## config.mk

```make
export PLATFORM = sky130hd
export DESIGN_NAME = fma_line_writer
export DESIGN_NICKNAME = d
export VERILOG_FILES = /design/src/rtl/fpga_gpu_pkg.sv /design/src/rtl/line_fifo.sv /design/src/rtl/fma_line_writer.sv
export SDC_FILE = /design/constraint.sdc
export NUM_CORES = 1
export LEC_CHECK = 0
export ABC_CLOCK_PERIOD_IN_PS = 6100
export CORE_MARGIN = 4
export CORE_UTILIZATION = 50
export CTS_CLUSTER_DIAMETER = 80
export DETAILED_ROUTE_END_ITERATION = 10
export GPL_TIMING_DRIVEN = 0
export PLACE_DENSITY = 0.74
export SLEW_MARGIN = 20
export SYNTH_ARGS = -nofsm -noshare
export SYNTH_HDL_FRONTEND = slang
export SYNTH_SLANG_ARGS = --single-unit
```

## constraint.sdc

```tcl
create_clock -name clk_in -period 6.1 [get_ports clk_in]
set_clock_uncertainty 0.2 [all_clocks]
set_input_delay 1.525 -clock clk_in [delete_from_list [all_inputs] [get_ports clk_in]]
set_output_delay 1.525 -clock clk_in [all_outputs]
set_load 0.03 [all_outputs]
```

## src/rtl/fpga_gpu_pkg.sv

```systemverilog
// ---------------------------------------------------------------------------
// fpga_gpu_pkg
// Shared definitions for the FMA result path.
//   DEF_LINE_WIDTH : bits per assembled result line (2 FMAs x 3 phrases x 16 b)
//   DEF_ADDR_WIDTH : result BRAM line-address bits
//   DEF_FIFO_DEPTH : default depth of the line FIFO in front of the BRAM
//   line_t         : one result line at the default width
//   writer_state_t : job state of the line writer
// ---------------------------------------------------------------------------
package fpga_gpu_pkg;

  localparam int DEF_LINE_WIDTH = 96;
  localparam int DEF_ADDR_WIDTH = 9;
  localparam int DEF_FIFO_DEPTH = 4;

  typedef logic [DEF_LINE_WIDTH-1:0] line_t;

  typedef enum logic [1:0] {
    IDLE  = 2'd0,
    WRITE = 2'd1,
    DONE  = 2'd2
  } writer_state_t;

endpackage : fpga_gpu_pkg

```

## src/rtl/line_fifo.sv

```systemverilog
// ---------------------------------------------------------------------------
// line_fifo
// Small synchronous FIFO holding result lines between the write buffer and
// the result BRAM. The head entry is visible combinationally on dout_out so
// the consumer can pop and use it in the same cycle.
//
// Ports:
//   clk_in    : clock
//   rst_in    : synchronous, active-low reset (flushes pointers/occupancy)
//   push_in   : write din_in at the tail (ignored when full)
//   din_in    : line to store
//   pop_in    : drop the head entry (ignored when empty)
//   dout_out  : current head entry
//   full_out  : DEPTH entries stored
//   empty_out : no entries stored
// ---------------------------------------------------------------------------
module line_fifo #(
  parameter int DEPTH = 4,
  parameter int WIDTH = 96
) (
  input  logic             clk_in,
  input  logic             rst_in,
  input  logic             push_in,
  input  logic [WIDTH-1:0] din_in,
  input  logic             pop_in,
  output logic [WIDTH-1:0] dout_out,
  output logic             full_out,
  output logic             empty_out
);

  localparam int PTR_W = $clog2(DEPTH);
  localparam logic [PTR_W-1:0] PTR_ONE = PTR_W'(1);
  localparam logic [PTR_W:0]   CNT_ONE = (PTR_W + 1)'(1);
  localparam logic [PTR_W:0]   CNT_MAX = (PTR_W + 1)'(DEPTH);

  logic [WIDTH-1:0] mem_q [DEPTH];

  logic [PTR_W-1:0] wr_ptr_q, wr_ptr_d;
  logic [PTR_W-1:0] rd_ptr_q, rd_ptr_d;
  logic [PTR_W:0]   count_q, count_d;
  logic             do_push;
  logic             do_pop;

  assign full_out  = (count_q == CNT_MAX);
  assign empty_out = (count_q == '0);
  assign dout_out  = mem_q[rd_ptr_q];

  always_comb begin
    do_push  = push_in && !full_out;
    do_pop   = pop_in && !empty_out;
    wr_ptr_d = wr_ptr_q;
    rd_ptr_d = rd_ptr_q;
    count_d  = count_q;
    // DEPTH is a power of two, so pointers wrap for free.
    if (do_push) begin
      wr_ptr_d = wr_ptr_q + PTR_ONE;
    end
    if (do_pop) begin
      rd_ptr_d = rd_ptr_q + PTR_ONE;
    end
    // A simultaneous push and pop leaves the occupancy unchanged.
    if (do_push && !do_pop) begin
      count_d = count_q + CNT_ONE;
    end else if (do_pop && !do_push) begin
      count_d = count_q - CNT_ONE;
    end
  end

  always_ff @(posedge clk_in) begin
    if (!rst_in) begin
      wr_ptr_q <= '0;
      rd_ptr_q <= '0;
      count_q  <= '0;
    end else begin
      wr_ptr_q <= wr_ptr_d;
      rd_ptr_q <= rd_ptr_d;
      count_q  <= count_d;
    end
  end

  // Storage is not reset: stale entries are unreachable once the pointers
  // are cleared, so only the control state needs the reset.
  genvar gi;
  generate
    for (gi = 0; gi < DEPTH; gi++) begin : g_entry
      always_ff @(posedge clk_in) begin
        if (do_push && (wr_ptr_q == PTR_W'(gi))) begin
          mem_q[gi] <= din_in;
        end
      end
    end
  endgenerate

endmodule : line_fifo

```

## src/rtl/fma_line_writer.sv

```systemverilog
// ---------------------------------------------------------------------------
// fma_line_writer
// Accepts assembled result lines from the FMA write buffer, buffers them in
// a small FIFO and drains them into the result BRAM one write per cycle at
// consecutive addresses from a programmed base. A job is delimited by a
// programmed line count; done_out pulses once when the job completes.
//
// Ports:
//   clk_in         : clock
//   rst_in         : synchronous, active-low reset (abandons any job)
//   start_in       : one-cycle job start, honoured only in IDLE
//   base_addr_in   : first BRAM address of the job (latched on start)
//   line_count_in  : number of lines in the job (latched on start)
//   line_in        : assembled line from the write buffer
//   line_valid_in  : line_in valid
//   line_ready_out : line_in is accepted this cycle when valid
//   bram_addr_out  : BRAM write address (holds last value when idle)
//   bram_din_out   : BRAM write data (holds last value when idle)
//   bram_we_out    : BRAM write enable
//   busy_out       : job in progress
//   done_out       : one-cycle pulse at job end
// ---------------------------------------------------------------------------
module fma_line_writer
  import fpga_gpu_pkg::*;
#(
  parameter int LINE_WIDTH = DEF_LINE_WIDTH,
  parameter int ADDR_WIDTH = DEF_ADDR_WIDTH,
  parameter int FIFO_DEPTH = DEF_FIFO_DEPTH
) (
  input  logic                  clk_in,
  input  logic                  rst_in,
  input  logic                  start_in,
  input  logic [ADDR_WIDTH-1:0] base_addr_in,
  input  logic [ADDR_WIDTH:0]   line_count_in,
  input  logic [LINE_WIDTH-1:0] line_in,
  input  logic                  line_valid_in,
  output logic                  line_ready_out,
  output logic [ADDR_WIDTH-1:0] bram_addr_out,
  output logic [LINE_WIDTH-1:0] bram_din_out,
  output logic                  bram_we_out,
  output logic                  busy_out,
  output logic                  done_out
);

  localparam logic [ADDR_WIDTH-1:0] ADDR_ONE = ADDR_WIDTH'(1);
  localparam logic [ADDR_WIDTH:0]   CNT_ONE  = (ADDR_WIDTH + 1)'(1);

  writer_state_t         state_q, state_d;
  logic [ADDR_WIDTH-1:0] wr_addr_q, wr_addr_d;
  // Counters are one bit wider than the address so a full-BRAM job fits.
  logic [ADDR_WIDTH:0]   target_q, target_d;
  logic [ADDR_WIDTH:0]   accepted_q, accepted_d;
  logic [ADDR_WIDTH:0]   written_q, written_d;

  logic [ADDR_WIDTH-1:0] bram_addr_q, bram_addr_d;
  logic [LINE_WIDTH-1:0] bram_din_q, bram_din_d;
  logic                  bram_we_q, bram_we_d;
  logic                  busy_q, busy_d;
  logic                  done_q, done_d;

  logic                  fifo_push;
  logic                  fifo_pop;
  logic                  fifo_full;
  logic                  fifo_empty;
  logic [LINE_WIDTH-1:0] fifo_dout;

  // Ready depends on registered state only, never on line_valid_in. When
  // the FIFO is full there is no bypass: the pop frees a slot and ready
  // rises on the following cycle.
  assign line_ready_out = (state_q == WRITE) && !fifo_full && (accepted_q < target_q);
  assign fifo_push      = line_valid_in && line_ready_out;
  assign fifo_pop       = (state_q == WRITE) && !fifo_empty;

  line_fifo #(
    .DEPTH (FIFO_DEPTH),
    .WIDTH (LINE_WIDTH)
  ) u_line_fifo (
    .clk_in    (clk_in),
    .rst_in    (rst_in),
    .push_in   (fifo_push),
    .din_in    (line_in),
    .pop_in    (fifo_pop),
    .dout_out  (fifo_dout),
    .full_out  (fifo_full),
    .empty_out (fifo_empty)
  );

  always_comb begin
    state_d     = state_q;
    wr_addr_d   = wr_addr_q;
    target_d    = target_q;
    accepted_d  = accepted_q;
    written_d   = written_q;
    bram_addr_d = bram_addr_q;
    bram_din_d  = bram_din_q;
    bram_we_d   = 1'b0;

    unique case (state_q)
      IDLE: begin
        if (start_in) begin
          wr_addr_d  = base_addr_in;
          target_d   = line_count_in;
          accepted_d = '0;
          written_d  = '0;
          state_d    = (line_count_in == '0) ? DONE : WRITE;
        end
      end

      WRITE: begin
        if (fifo_push) begin
          accepted_d = accepted_q + CNT_ONE;
        end
        if (fifo_pop) begin
          bram_we_d   = 1'b1;
          bram_addr_d = wr_addr_q;
          bram_din_d  = fifo_dout;
          // Wraps modulo the BRAM size; range checking belongs upstream.
          wr_addr_d   = wr_addr_q + ADDR_ONE;
          written_d   = written_q + CNT_ONE;
        end
        // Evaluated on the registered count, so DONE follows the cycle in
        // which the last write was presented to the BRAM.
        if (written_q == target_q) begin
          state_d = DONE;
        end
      end

      DONE: begin
        state_d = IDLE;
      end

      default: begin
        state_d = IDLE;
      end
    endcase

    busy_d = (state_d == WRITE);
    done_d = (state_d == DONE);
  end

  always_ff @(posedge clk_in) begin
    if (!rst_in) begin
      state_q     <= IDLE;
      wr_addr_q   <= '0;
      target_q    <= '0;
      accepted_q  <= '0;
      written_q   <= '0;
      bram_addr_q <= '0;
      bram_din_q  <= '0;
      bram_we_q   <= 1'b0;
      busy_q      <= 1'b0;
      done_q      <= 1'b0;
    end else begin
      state_q     <= state_d;
      wr_addr_q   <= wr_addr_d;
      target_q    <= target_d;
      accepted_q  <= accepted_d;
      written_q   <= written_d;
      bram_addr_q <= bram_addr_d;
      bram_din_q  <= bram_din_d;
      bram_we_q   <= bram_we_d;
      busy_q      <= busy_d;
      done_q      <= done_d;
    end
  end

  assign bram_addr_out = bram_addr_q;
  assign bram_din_out  = bram_din_q;
  assign bram_we_out   = bram_we_q;
  assign busy_out      = busy_q;
  assign done_out      = done_q;

endmodule : fma_line_writer

```

==> summary.md <==
| Metric | Value |
|---|---|
| Critical path capture point type | `output pin` |
| Initial DRC count | `913` |
| Synthesized Nets | `1449` |
| Die Y | `209 um` |
| Power Density | `342 nW/um^2` |
| Final Cycle Share | `0.809` |
| Commonest non-fill, non-tap cell in the layout | `edfxtp_1` |
| Wire per inst | `21.7 um` |
| Routed wire length | `47400 um` |
| Syn_area_per_cell | `15.4 sq um` |
| Initial Util | `0.508` |
| Initial antenna violation count | `8` |
| Top_reg_cell synth | `edfxtp_1` |
| Clock Root Buffer | `clkbuf_16` |
| Num CTS Buffers | `54` |
| Share of layout cells above drive strength 1 | `0.141` |
| First-pass DRT Iterations | `5` |
| Post-Layout Inst Area | `25200 sq um` |
| Post-detail-place hpwl | `31100 um` |
| Clock-pin slew reported for the worst setup and hold paths after clock tree synthesis | `0.06 ns` |
| DRC errors left | `0` |
| Critical path class | `flop to output pin` |
| Setup Slack @ Placement | `1.79 ns` |
| Yosys warnings | `0` |
| H-Tree Depth | `2` |
| Post-synthesis register bit count | `540` |
| Setup repair bufs after CTS | `0` |
| Buffer depth of the longest clock path | `3` |
| CTS tree | `yes` |
| Hold Path Class | `flop to flop` |
| Core Rows | `73` |
| Post-synthesis sequential area ratio | `0.723` |
| Crit path time final | `4.94 ns` |
| Worst Path Max Fanout | `10` |
| Cts hold-fix bufs | `0` |
| Critical Path Stages | `8` |
| Pins Over Slew Limit | `0` |
| Post-route ant nets | `0` |
| Avg Vias per Cell | `5.51` |
| Worst-margin pin slew | `1.03 ns` |
| Critical Path RT | `4.38 ns` |
| R2R Path Start | `target_q[7]` |
| PortBufs | `227` |
| Worst Slack Setup Final | `1.16 ns` |
| Crit path launch | `target_q[7]` |
| Storage cell area | `14700 sq um` |
| Max Freq | `203 MHz` |
| Die Wd | `209 um` |
| Total number of vias | `12000` |
| Status | `complete, no violations` |
| DP Area | `23400 sq um` |
| Area grow syn2layout | `24.2%` |
| Hold Crit Depth | `2` |
| Clk sinks | `540` |
| R2R Path End | `u_line_fifo.mem_q[2][31]` |
| Post-synthesis cell count | `1312` |
| Die area | `43800 sq um` |
| Critical Path, Cell by Cell | `inv_1, ha_1, a211o_1, a2111oi_4, o211ai_4, inv_4, buf_6, clkdlybuf4s50_1` |
| Fin. Hold Viols | `0` |
| CP delay by family, top | `buffers and inverters` |
| Headroom to the max-slew limit | `0.313` |
| P_leak | `0.00802 uW` |
| Core area | `39900 sq um` |
| Worst reg-to-reg path cell count | `10` |
| EDFF count, synth | `384` |
| Number of fill cells | `2878` |
| CP max stage delay | `0.69 ns` |
| First-pass GRT wire length | `72900 um` |
| Vias in the first global route | `12500` |
| Largest net degree at the start of global routing | `46` |
| Critical path endpoint | `line_ready_out` |
| IO Count | `228` |
| RSZ-0062 raised after global routing | `no` |
| Resized cells post-CTS | `0` |
| Clock Latency Late Sink | `0.61 ns` |
| Netlist Area Pre-Place | `20300 sq um` |
| Async SR Flop Fraction | `0` |
| Multi-input gate area | `5210 sq um` |
| Buffers plus inverters on the worst setup path | `4` |
| Routability Congestion | `0.877` |
| Grt ovf | `0` |
| Max VDD drop | `0.256 mV` |
| Worst EP arrival | `3.21 ns` |
| # setup viols final | `0` |
| Reg2reg setup slack | `2.43 ns` |
| Startpoint type of the worst setup path | `flop` |
| Synth unique cells | `58` |
| Max-cap viol count | `0` |
| Total track usage | `0.215` |
| Max stage delay cell, worst path | `clkdlybuf4s50_1` |
| Most frequent cells in the layout | `edfxtp_1 (384), nand2_1 (260), clkdlybuf4s50_1 (227)` |
| Fin nets | `1740` |
-- flip-flops by register name (all words and copies together) (netlist names), 2 cells and up --
register and cells:
target_q 10, written_q 10, u_line_fifo.mem_q 384, state_q 2, accepted_q 10, bram_addr_out 9
u_line_fifo.wr_ptr_q 2, u_line_fifo.count_q 3, u_line_fifo.rd_ptr_q 2, bram_din_out 96, wr_addr_q 9
-- cells in the mapped netlist, drive strengths merged (2+ instances only) --
cell	n	area share
edfxtp	384	0.57
or3	4	0.0012
nand2b	2	0.00074
nand2	260	0.048
xnor2	12	0.0052
a31oi	7	0.0022
o211ai	4	0.0022
nor3	13	0.0042
and2	3	0.00093
a21oi	137	0.034
a311oi	2	0.00086
nor3b	4	0.0015
mux4	96	0.11
and3	9	0.0028
nor2	27	0.0051
mux2i	2	0.00099
o21ai	21	0.0056
o21a	3	0.0015
nand4	10	0.0031
buf	25	0.0073
xor2	9	0.0039
nor4	5	0.0015
inv	17	0.0033
nand3	15	0.0037
dfxtp	156	0.15
a21o	2	0.00080
nor4b	3	0.0013
or2b	2	0.00080
clkbuf	46	0.0090
ha	17	0.010
-- power breakdown --
group          switching [uW]  internal, uW  leakage, uW  total (uW)
registers                87.6          4070      0.00473        4160
clock network            1390          1890     0.000865        3270
logic                     679           500      0.00243        1180
total                    2150          6460      0.00802        8610
-- worst min-delay path by stage --
| stage | startpoint | to | slack (ns) |
|---|---|---|---|
| global route | bram_din_out[64] | bram_din_out[64] | 0.27 |
| CTS | bram_din_out[70] | bram_din_out[70] | 0.25 |
| detailed placement | bram_din_out[70] | bram_din_out[70] | 0.25 |
| finish | bram_din_out[57] | bram_din_out[57] | 0.25 |
| global placement | bram_din_out[66] | bram_din_out[66] | 0.24 |
| floorplan | wr_addr_q[8] | bram_addr_out[8] | 0.24 |
-- stage by stage --
stage	instances	util	TNS, ns	hold WS, ns	total power (uW)
final	2178	0.630	0	0.255	8610
after global routing	2175	0.630	0	0.272	8940
after CTS	2174	0.630	0	0.254	8680
after detailed placement	2072	0.586	0	0.248	5430
after global placement	2064	0.581	-409.67	0.242	5400
after floorplan	1312	-	0	0.242	4940
-- worst min-delay path, cell delays in order, from the launching register on --
cell     delay, ns
dfxtp_1       0.31
nand2_1       0.05
a21oi_1       0.05
-- final cells by class --
type,count,share of cell area
diodes,4,0.000398
plain buffers,72,0.0137
clock buffers,71,0.0586
clock inverters,31,0.0119
inverters,17,0.00264
multi-input cells,683,0.207
flip-flops and latches,540,0.582
well taps,525,0.0261
repair buffers,235,0.0970
-- routing by layer --
layer / global-route usage / up-vias / part of all wire
li1: - / 5517 / -
met5: 0 / - / 0.00074
met1: 0.275 / 6047 / 0.39
met2: 0.371 / 355 / 0.51
met3: 0.0567 / 71 / 0.075
met4: 0.0549 / 6 / 0.021
-- logic make-up after synthesis --
| group | count (synthesis) | synth area share |
|---|---|---|
| AND/OR/NAND/NOR | 361 | 0.0765 |
| AO/OA/AOI/OAI | 185 | 0.0516 |
| buffers and inverters | 89 | 0.0203 |
| multiplexers | 98 | 0.108 |
| flip-flops | 540 | 0.723 |
| XOR/XNOR | 21 | 0.00908 |
| adder cells (fa/ha/maj) | 18 | 0.0115 |
Power figures use the tool's default switching activity.
